[src/rtl/monitor_scheduler.sv]
// Purpose : multi-channel transient monitor; one round-robin arbitrated hold-off timer shared by NUM_CH inputs.
// Latency : invalid edge flags the channel after 1 edge, grant after 2, release L+2 edges after the event.
// Backpressure: none; events arriving while the timer is busy queue as pending bits (one per channel).
//
// Ports:
//   i_clk, i_reset      clock, asynchronous active-high reset
//   i_enable            0 aborts all activity and forces every channel valid
//   i_signal[NUM_CH]    monitored inputs; i_polarity[NUM_CH] gives each channel's valid level
//   i_compare[4]        hold-off length in steps minus one, sampled at timer load
//   o_valid[NUM_CH]     per-channel valid flag (registered-state decode)
//   o_busy, o_active_ch shared timer running / channel owning it
//   o_event_count[8]    saturating accepted-event count, built only with MONITOR_STATS_EN defined
module monitor_scheduler #(
  parameter int NUM_CH         = 4,
  parameter int CNT_W          = 18,
  parameter int TICKS_PER_STEP = 10000
) (
  input  logic                      i_clk,
  input  logic                      i_reset,
  input  logic                      i_enable,
  input  logic [NUM_CH-1:0]         i_signal,
  input  logic [NUM_CH-1:0]         i_polarity,
  input  logic [3:0]                i_compare,
  output logic [NUM_CH-1:0]         o_valid,
  output logic                      o_busy,
  output logic [$clog2(NUM_CH)-1:0] o_active_ch,
  output logic [7:0]                o_event_count
);

  localparam int CH_W = $clog2(NUM_CH);
  localparam int LW   = CNT_W + 4;
  localparam logic [LW-1:0] TPS_W = LW'(TICKS_PER_STEP);

  typedef enum logic {
    IDLE  = 1'b0,
    COUNT = 1'b1
  } state_t;

  state_t            state, state_nxt;
  logic [NUM_CH-1:0] r_buf;
  logic [NUM_CH-1:0] pending, pending_nxt;
  logic [CNT_W-1:0]  counter, counter_nxt;
  logic [CH_W-1:0]   r_last, last_nxt;
  logic [CH_W-1:0]   active_ch, active_nxt;

  logic [NUM_CH-1:0] evt;
  logic [NUM_CH-1:0] active_mask;
  logic [NUM_CH-1:0] set_mask;
  logic [NUM_CH-1:0] grant_mask;
  logic              grant_vld;
  logic [CH_W-1:0]   grant_ch;
  logic [LW-1:0]     load_wide;
  logic [CNT_W-1:0]  load_val;

  // Edge into the invalid level: input differs from last sample and now equals ~polarity.
  assign evt = {NUM_CH{i_enable}} & (i_signal ^ r_buf) & (i_signal ^ i_polarity);

  assign o_busy      = (state == COUNT);
  assign o_active_ch = active_ch;

  always_comb begin
    active_mask = '0;
    for (int c = 0; c < NUM_CH; c++) begin
      active_mask[c] = o_busy && (active_ch == CH_W'(c));
    end
  end

  // Events on the channel currently holding the timer retrigger it instead of queueing.
  assign set_mask = evt & ~active_mask;
  assign o_valid  = ~(pending | active_mask);

  // Hold-off load value, computed wide so large step counts saturate instead of wrapping.
  assign load_wide = TPS_W * (LW'(i_compare) + LW'(1)) - LW'(1);
  assign load_val  = (|load_wide[LW-1:CNT_W]) ? {CNT_W{1'b1}} : load_wide[CNT_W-1:0];

  // Round-robin search starting one past the last owner.
  always_comb begin
    grant_vld = 1'b0;
    grant_ch  = '0;
    for (int i = 1; i <= NUM_CH; i++) begin
      if (!grant_vld && pending[(int'(r_last) + i) % NUM_CH]) begin
        grant_vld = 1'b1;
        grant_ch  = CH_W'((int'(r_last) + i) % NUM_CH);
      end
    end
  end

  always_comb begin
    grant_mask = '0;
    for (int c = 0; c < NUM_CH; c++) begin
      grant_mask[c] = grant_vld && (grant_ch == CH_W'(c));
    end
  end

  always_comb begin
    state_nxt   = state;
    pending_nxt = pending | set_mask;
    counter_nxt = counter;
    last_nxt    = r_last;
    active_nxt  = active_ch;
    if (!i_enable) begin
      state_nxt   = IDLE;
      pending_nxt = '0;
      counter_nxt = '0;
    end else begin
      case (state)
        IDLE: begin
          if (grant_vld) begin
            pending_nxt = (pending | set_mask) & ~grant_mask;
            active_nxt  = grant_ch;
            last_nxt    = grant_ch;
            counter_nxt = load_val;
            state_nxt   = COUNT;
          end
        end
        COUNT: begin
          // A retrigger takes priority over expiry on the same cycle.
          if (|(evt & active_mask)) begin
            counter_nxt = load_val;
          end else if (counter == '0) begin
            state_nxt = IDLE;
          end else begin
            counter_nxt = counter - CNT_W'(1);
          end
        end
        default: state_nxt = IDLE;
      endcase
    end
  end

  always_ff @(posedge i_clk or posedge i_reset) begin
    if (i_reset) begin
      state     <= IDLE;
      r_buf     <= '0;
      pending   <= '0;
      counter   <= '0;
      r_last    <= CH_W'(NUM_CH - 1);
      active_ch <= '0;
    end else begin
      state     <= state_nxt;
      r_buf     <= i_signal;
      pending   <= pending_nxt;
      counter   <= counter_nxt;
      r_last    <= last_nxt;
      active_ch <= active_nxt;
    end
  end

`ifdef MONITOR_STATS_EN
  logic [NUM_CH-1:0] accept_mask;
  logic [3:0]        accept_num;
  logic [8:0]        count_sum;
  logic [7:0]        event_count;

  // Accepted = pending bit newly set, or retrigger of the active channel.
  assign accept_mask = (set_mask & ~pending) | (evt & active_mask);

  always_comb begin
    accept_num = '0;
    for (int c = 0; c < NUM_CH; c++) begin
      accept_num = accept_num + 4'(accept_mask[c]);
    end
  end

  assign count_sum = {1'b0, event_count} + 9'(accept_num);

  always_ff @(posedge i_clk or posedge i_reset) begin
    if (i_reset) begin
      event_count <= '0;
    end else begin
      event_count <= count_sum[8] ? 8'hFF : count_sum[7:0];
    end
  end

  assign o_event_count = event_count;
`else
  assign o_event_count = 8'd0;
`endif

endmodule

[config.mk]
export PLATFORM = sky130hd
export DESIGN_NAME = monitor_scheduler
export DESIGN_NICKNAME = d
export VERILOG_FILES = /design/src/rtl/monitor_scheduler.sv
export SDC_FILE = /design/constraint.sdc
export NUM_CORES = 1
export LEC_CHECK = 0
export CAP_MARGIN = 20
export CORE_MARGIN = 1.5
export CORE_UTILIZATION = 58
export DETAILED_ROUTE_END_ITERATION = 10
export HOLD_SLACK_MARGIN = 0.03
export MAX_ROUTING_LAYER = met4
export PLACE_DENSITY_LB_ADDON = 0.2
export SYNTH_ARGS = -nofsm -noshare
export SYNTH_HDL_FRONTEND = slang
export SYNTH_SLANG_ARGS = --single-unit
[constraint.sdc]
create_clock -name i_clk -period 3.3 [get_ports i_clk]
set_clock_uncertainty 0.15 [all_clocks]
set_input_delay 0.33 -clock i_clk [delete_from_list [all_inputs] [get_ports i_clk]]
set_output_delay 0.33 -clock i_clk [all_outputs]
set_load 0.005 [all_outputs]
==> metrics.md, run 1 <==
| Metric | Value |
|---|---|
| Status | `complete, but fails checks` |
| Failing checks | `negative setup slack` |
| First-pass GRT wire length | `about 13 mm` |
| Synth area leader | `dfrtp_1` |
| WL per Instance | `about 16 µm` |
| Clk buf depth | `2` |
| Req. time, crit path | `between 3 and 4 ns` |
| Avg Cell Area, Syn | `8.350 µm²` |
| CTS Sinks | `31` |
| Post-synth EDFFs | `0` |
| Nets | `472` |
| Clock slew at reported path FFs | `0.07 ns` |
| Worst reg2reg path depth | `9` |
| Largest cells by area after synthesis | `dfrtp_1 (24%), ha_1 (11%), nor2_1 (5.2%)` |
| Min-Delay Path Class | `input pin to async pin` |
| Relative slew slack | `between 50% and 60%` |
| Crit path kind | `input pin to register` |
| Insertion delay to the later sink of the worst-skew pair | `0.29 ns` |
| Final Max Tran Viols | `0` |
| Fraction of registers with async set/reset | `100.0%` |
| Max Clock Freq | `around 230 MHz` |
| Post-DP HPWL | `5.887 mm` |
| Die height | `between 70 and 80 µm` |
| Core box area | `roughly 0.0048 mm²` |
| Final worst-path cycle share | `130.8%` |
| CTS HTree Levels | `2` |
| Main synth FF type | `dfrtp_1` |
| Vias per inst | `~6.1` |
| Most frequent cells in the layout | `buf_4 (59), nor2_1 (38), dfrtp_1 (29)` |
| Fin util | `around 84%` |
| Antenna viol nets, final | `0` |
| Final Critical Period | `about 4.3 ns` |
| Setup violators final | `13` |
| Leading cell type in the layout, fill and taps excluded | `buf_4` |
| CP Max Fanout | `7` |
| Worst EP arrival | `between 4 and 5 ns` |
| Row count | `25` |
| Peak supply drop | `approximately 0.57 mV` |
| Dpl ws | `-1.839 ns` |
| DR iter-0 viols | `around 320` |
| RSZ-0062 raised after global routing | `yes` |
| DP Area | `~0.0037 mm²` |
| TritonCTS clock tree | `built` |
| Die width | `~74 µm` |
| Critical path launch point type | `input pin` |
| Ys Warns | `0` |
| Synthesis-stage register bit count | `31` |
| Syn Inst Count | `about 360` |
| Final wirelength | `between 8 and 9 mm` |
| Ant diodes | `0` |
| Worst reg2reg startpoint | `counter[0]$_DFFE_PP0P_` |
| Starting Density | `roughly 62%` |
| Post-Syn Area | `~0.0030 mm²` |
| Ports | `30` |
| Critical path capture point type | `register` |
| Largest net degree at the start of global routing | `32` |
| Synth cell types | `65` |
| Clk root buf | `clkbuf_8` |
| Total grt overflow | `0` |
| First drt pass iteration count | `4` |
| Post-CTS Hold Fix Bufs | `0` |
| Cts bufs inserted | `5` |
| Layout area overhead | `36.05%` |
| Share of layout cells above drive strength 1 | `28.44%` |
| I/O Buffers | `21` |
| Synth top area share | `about 24%` |
| R2R setup slack | `~0.16 ns` |
| RePlAce Congestion | `~0.96` |
| Lkg Pwr | `about 1.7 nW` |
| Reg2reg end | `counter[8]$_DFFE_PP0P_` |
| Die area | `0.005548 mm²` |
| Max Cap Viol | `0` |
| Seq/Total Area, Yosys | `approximately a quarter` |
| Number of antenna violations at the first check in global routing | `0` |
| Power Density | `643.8 mW/mm²` |
| Gr usage total | `a little under a third` |
| Fin. Hold Viols | `0` |
| Final Cell Area | `0.004033 mm²` |
| Slew @ Worst Pin | `0.6500 ns` |
| Worst Slack Setup Final | `-1.017 ns` |
| DR vias | `3005` |
| Post-route DRC | `0` |
| Vias in the first global route | `between 2000 and 3000` |
[area by class of cell]
type | instances | area [µm²]
clock buffers | 6 | 82.58
clock inverters | 2 | 35.03
fillers | 296 | 784.5
inverters | 22 | 85.08
multi-input cells | 287 | 2301
flip-flops and latches | 31 | 778.2
well taps | 67 | 83.83
repair buffers | 81 | 666.9
[worst max-delay path, stage by stage]
cell	delay [ns]
buf_8	0.10
and3_4	0.19
xnor2_4	0.14
ha_4	0.28
inv_4	0.04
ha_4	0.14
nand2b_4	0.14
ha_4	0.26
inv_2	0.03
fa_1	0.48
inv_2	0.05
ha_4	0.29
o21ai_2	0.06
a21oi_2	0.17
buf_4	0.16
o32ai_4	0.09
buf_6	0.13
o2111ai_4	0.22
nor4_2	0.06
mux2_4	0.29
or3_4	0.43
o221a_1	0.26
[how the worst max path moves through the flow]
stage          cells past startpoint         start                 endpoint
4_1_cts                           20  i_compare[1]   counter[4]$_DFFE_PP0P_
6_report                          22  i_compare[1]   counter[4]$_DFFE_PP0P_
2_1_floorplan                     21  i_compare[0]  counter[12]$_DFFE_PP0P_
3_3_place_gp                      21  i_compare[0]   counter[4]$_DFFE_PP0P_
5_1_grt                           22  i_compare[1]   counter[4]$_DFFE_PP0P_
3_5_place_dp                      21  i_compare[0]   counter[4]$_DFFE_PP0P_
[cells by family (layout without fill, tap and decap cells)]
group           Yosys count  in the layout  share of synthesized area, %
xor+xnor                 19             19                         6.965
simple gates            133            133                         22.96
buf+inv                  44            111                         6.712
other cells               1              8                        0.1265
mux                       3              3                         1.182
compound gates           94             94                         22.71
fa+ha+maj                30             30                         13.09
flops                    31             31                         26.26
[metrics by stage]
step                      setup TNS (ns)  hold slack [ns]  cells  total power, W
after floorplan                   -14.83           0.2114    362        0.001534
after global placement            -21.07           0.3568    482        0.001942
after detailed placement          -22.14           0.3672    482        0.001995
after CTS                         -11.83           0.2964    494        0.002485
after global routing              -13.21           0.3544    496        0.002760
final                             -11.45           0.2933    496        0.002596
[flip-flops by register name, summed over array words and instances (netlist names)]
signal / flops
r_buf: 4
pending: 4
o_active_ch: 2
o_busy: 1
r_last: 2
counter: 18
[where the power goes]
group | switching [W] | internal, W | total [W]
combinational | 0.000790 | 0.000766 | 0.00156
clock | 0.000152 | 0.000244 | 0.000397
sequential | 0.000150 | 0.000493 | 0.000644
total | 0.00109 | 0.00150 | 0.00260
[synth_stat cells, drive strengths merged, types with 2 or more instances]
master / count
a21boi: 2
nor2: 41
o22ai: 3
dfrtp: 29
buf: 11
dfstp: 2
o2111a: 4
nor2b: 5
nor3: 13
o211ai: 2
nand4: 2
ha: 27
xor2: 9
nand3: 8
a2111oi: 2
nor4: 8
nand2b: 9
nor4b: 2
o221a: 4
or3: 7
o21ai: 16
a21oi: 20
o221ai: 4
nand2: 23
fa: 2
clkbuf: 11
nor3b: 7
inv: 22
a311oi: 4
and2: 2
a31oi: 10
and3: 2
a21o: 3
xnor2: 9
mux2i: 2
or2: 2
a22oi: 3
o21a: 6
[layer usage]
metal,part of all wire (%),vias up,track usage [%]
met2,51,101,54.56
met4,3.3,0,12.53
met1,41,1439,34.98
li1,-,1432,-
met3,4.4,33,5.149
met5,0,-,-
[timing repair]
item,CTS,global route
resized for setup,40,11
endpoints found under the setup margin,13,13
setup buffers,5,4
pin swaps,24,18
Power figures use the tool's default switching activity.
==> run 2, diff against run 1 <==
--- a/config.mk
+++ b/config.mk
@@ -6,7 +6,6 @@
 export NUM_CORES = 1
 export LEC_CHECK = 0
 export CAP_MARGIN = 20
-export CORE_MARGIN = 1.5
 export CORE_UTILIZATION = 58
 export DETAILED_ROUTE_END_ITERATION = 10
 export HOLD_SLACK_MARGIN = 0.03
==> metrics.md, run 2 (same netlist as run 1, synthesis figures left out) <==
| Metric | Value |
|---|---|
| Final wirelength | `about 8.5 mm` |
| Die area | `0.005400 mm²` |
| Ports | `30` |
| Share of layout cells above drive strength 1 | `between 20% and 30%` |
| CP Max Fanout | `7` |
| Critical path launch point type | `input pin` |
| DR vias | `roughly 3100` |
| Final Max Tran Viols | `0` |
| Nets | `480` |
| Max Cap Viol | `0` |
| WL per Instance | `16.83 µm` |
| Fin. Hold Viols | `0` |
| Worst Slack Setup Final | `-1.125 ns` |
| Final worst-path cycle share | `134.1%` |
| Total grt overflow | `0` |
| First drt pass iteration count | `5` |
| Post-route insts no fill | `slightly above 500` |
| Insertion delay to the later sink of the worst-skew pair | `between 0.2 and 0.3 ns` |
| Crit path kind | `input pin to register` |
| Gr usage total | `33.53%` |
| Max Clock Freq | `around 230 MHz` |
| Sw Share | `between 40 and 50%` |
| Top flop regs | `counter x18, pending x4, r_buf x4` |
| Most frequent cells in the layout | `buf_4 (67), nor2_1 (38), dfrtp_1 (29)` |
| Largest net degree at the start of global routing | `21` |
| Row count | `25` |
| Ant diodes | `0` |
| RSZ-0062 raised after global routing | `yes` |
| Pint | `0.001452 W` |
| Clk buf depth | `2` |
| Vias in the first global route | `slightly above 3000` |
| DR iter-0 viols | `between 300 and 400` |
| Setup violators final | `13` |
| Worst EP arrival | `~4.4 ns` |
| Vias per inst | `about 6.2` |
| Lkg Pwr | `~1.8 nW` |
| Die width | `around 73 µm` |
| Relative slew slack | `roughly 48%` |
| First-pass GRT wire length | `around 14 mm` |
| NetSw | `0.001071 W` |
| Status | `complete, but fails checks` |
| CTS Sinks | `31` |
| TritonCTS clock tree | `built` |
| Post-route DRC | `0` |
| Die height | `73.49 µm` |
| Clk pwr share | `13.0%` |
| Starting Density | `around three fifths` |
| Top reg by flops | `counter` |
| Post-CTS Hold Fix Bufs | `0` |
| Clk root buf | `clkbuf_8` |
| RePlAce Congestion | `roughly 0.95` |
| Fin util | `83.61%` |
| Layout area overhead | `35.88%` |
| Req. time, crit path | `about 3.3 ns` |
| Antenna viol nets, final | `0` |
| Leading cell type in the layout, fill and taps excluded | `buf_4` |
| Clock slew at reported path FFs | `roughly 0.07 ns` |
| Cts bufs inserted | `5` |
| Number of antenna violations at the first check in global routing | `0` |
| Min-Delay Path Class | `input pin to async pin` |
| Power Density | `~630 mW/mm²` |
| CTS HTree Levels | `2` |
| Post-DP HPWL | `~6.1 mm` |
| Gate power share | `between 60 and 70%` |
| Final Critical Period | `approximately 4.4 ns` |
| Core box area | `around 0.0048 mm²` |
| Peak supply drop | `0.6257 mV` |
| Flop pwr share | `25.6%` |
| Critical path capture point type | `register` |
| Slew @ Worst Pin | `roughly 0.78 ns` |
| Max reg flops | `18` |
| Dpl cells | `slightly below 500` |
| I/O Buffers | `21` |
| Failing checks | `negative setup slack` |
run 2: per-layer routing:
| layer | up-vias | track usage [%] | part of all wire [%] |
|---|---|---|---|
| met2 | 137 | 57.90 | 52 |
| met1 | 1494 | 37.07 | 40 |
| met3 | 32 | 5.213 | 5.4 |
| met4 | 0 | 17.74 | 2.9 |
| li1 | 1449 | - | - |
| met5 | - | - | 0 |
run 2: cell type report:
type	instances	area, µm²
inverter	22	85.08
sequential	31	778.2
fill	306	789.5
multi-input combinational	287	2250
tap	67	83.83
timing repair buffer	89	730.7
clock buffer	8	100.1
run 2: final timing paths:
path | from | end | slack, ns | cells past startpoint
min in group i_clk | i_compare[2] | counter[6]$_DFFE_PP0P_ | 0.35 | 4
hold reg to reg | counter[3]$_DFFE_PP0P_ | counter[3]$_DFFE_PP0P_ | 0.38 | 1
setup / recovery | i_compare[0] | counter[12]$_DFFE_PP0P_ | -1.12 | 21
max in group asynchronous | i_reset | counter[6]$_DFFE_PP0P_ | 2.00 | 3
setup reg to reg | counter[0]$_DFFE_PP0P_ | counter[8]$_DFFE_PP0P_ | -0.01 | 10
hold / removal | i_reset | counter[17]$_DFFE_PP0P_ | 0.34 | 2
run 2: worst max-delay path, cell delays in order:
cell and delay [ns]:
buf_8 0.10, and3_4 0.19, xnor2_4 0.15, ha_4 0.28
inv_4 0.03, ha_4 0.14, nand2b_4 0.14, ha_4 0.26
inv_2 0.03, fa_1 0.49, inv_2 0.05, ha_4 0.29
or3_4 0.13, a21oi_4 0.06, buf_6 0.11, or2_1 0.21
maj3_2 0.33, nor2_4 0.13, mux2_4 0.31, or3_4 0.43
o2111a_1 0.26
run 2: repair_timing:
item | 4_1_cts | 5_1_grt
endpoints found under the setup margin | 13 | 13
gates resized for setup | 34 | 9
pin swaps | 21 | 21
setup buffers | 8 | 5
run 2: power by group through the flow:
stage | Clock (W) | Sequential (W) | Combinational [W]
floorplan | 0 | 0.000578 | 0.000957
global placement | 0 | 0.000638 | 0.00131
detailed placement | 0 | 0.000645 | 0.00137
CTS | 0.000328 | 0.000640 | 0.00146
global route | 0.000348 | 0.000662 | 0.00168
finish | 0.000327 | 0.000645 | 0.00155
run 2: through the flow:
stage               area [µm²]  TNS, ns  hold slack, ns  power, W  worst slack [ns]
floorplan                 3134   -14.83          0.2114  0.001534            -1.358
global placement          3716   -21.06          0.3506  0.001947            -1.745
detailed placement        3716   -22.99          0.3738  0.002013            -1.905
CTS                       3945   -12.79          0.3426  0.002431            -1.080
global route              4028   -14.62          0.3629  0.002686            -1.204
finish                    4028   -13.36          0.3392  0.002523            -1.125
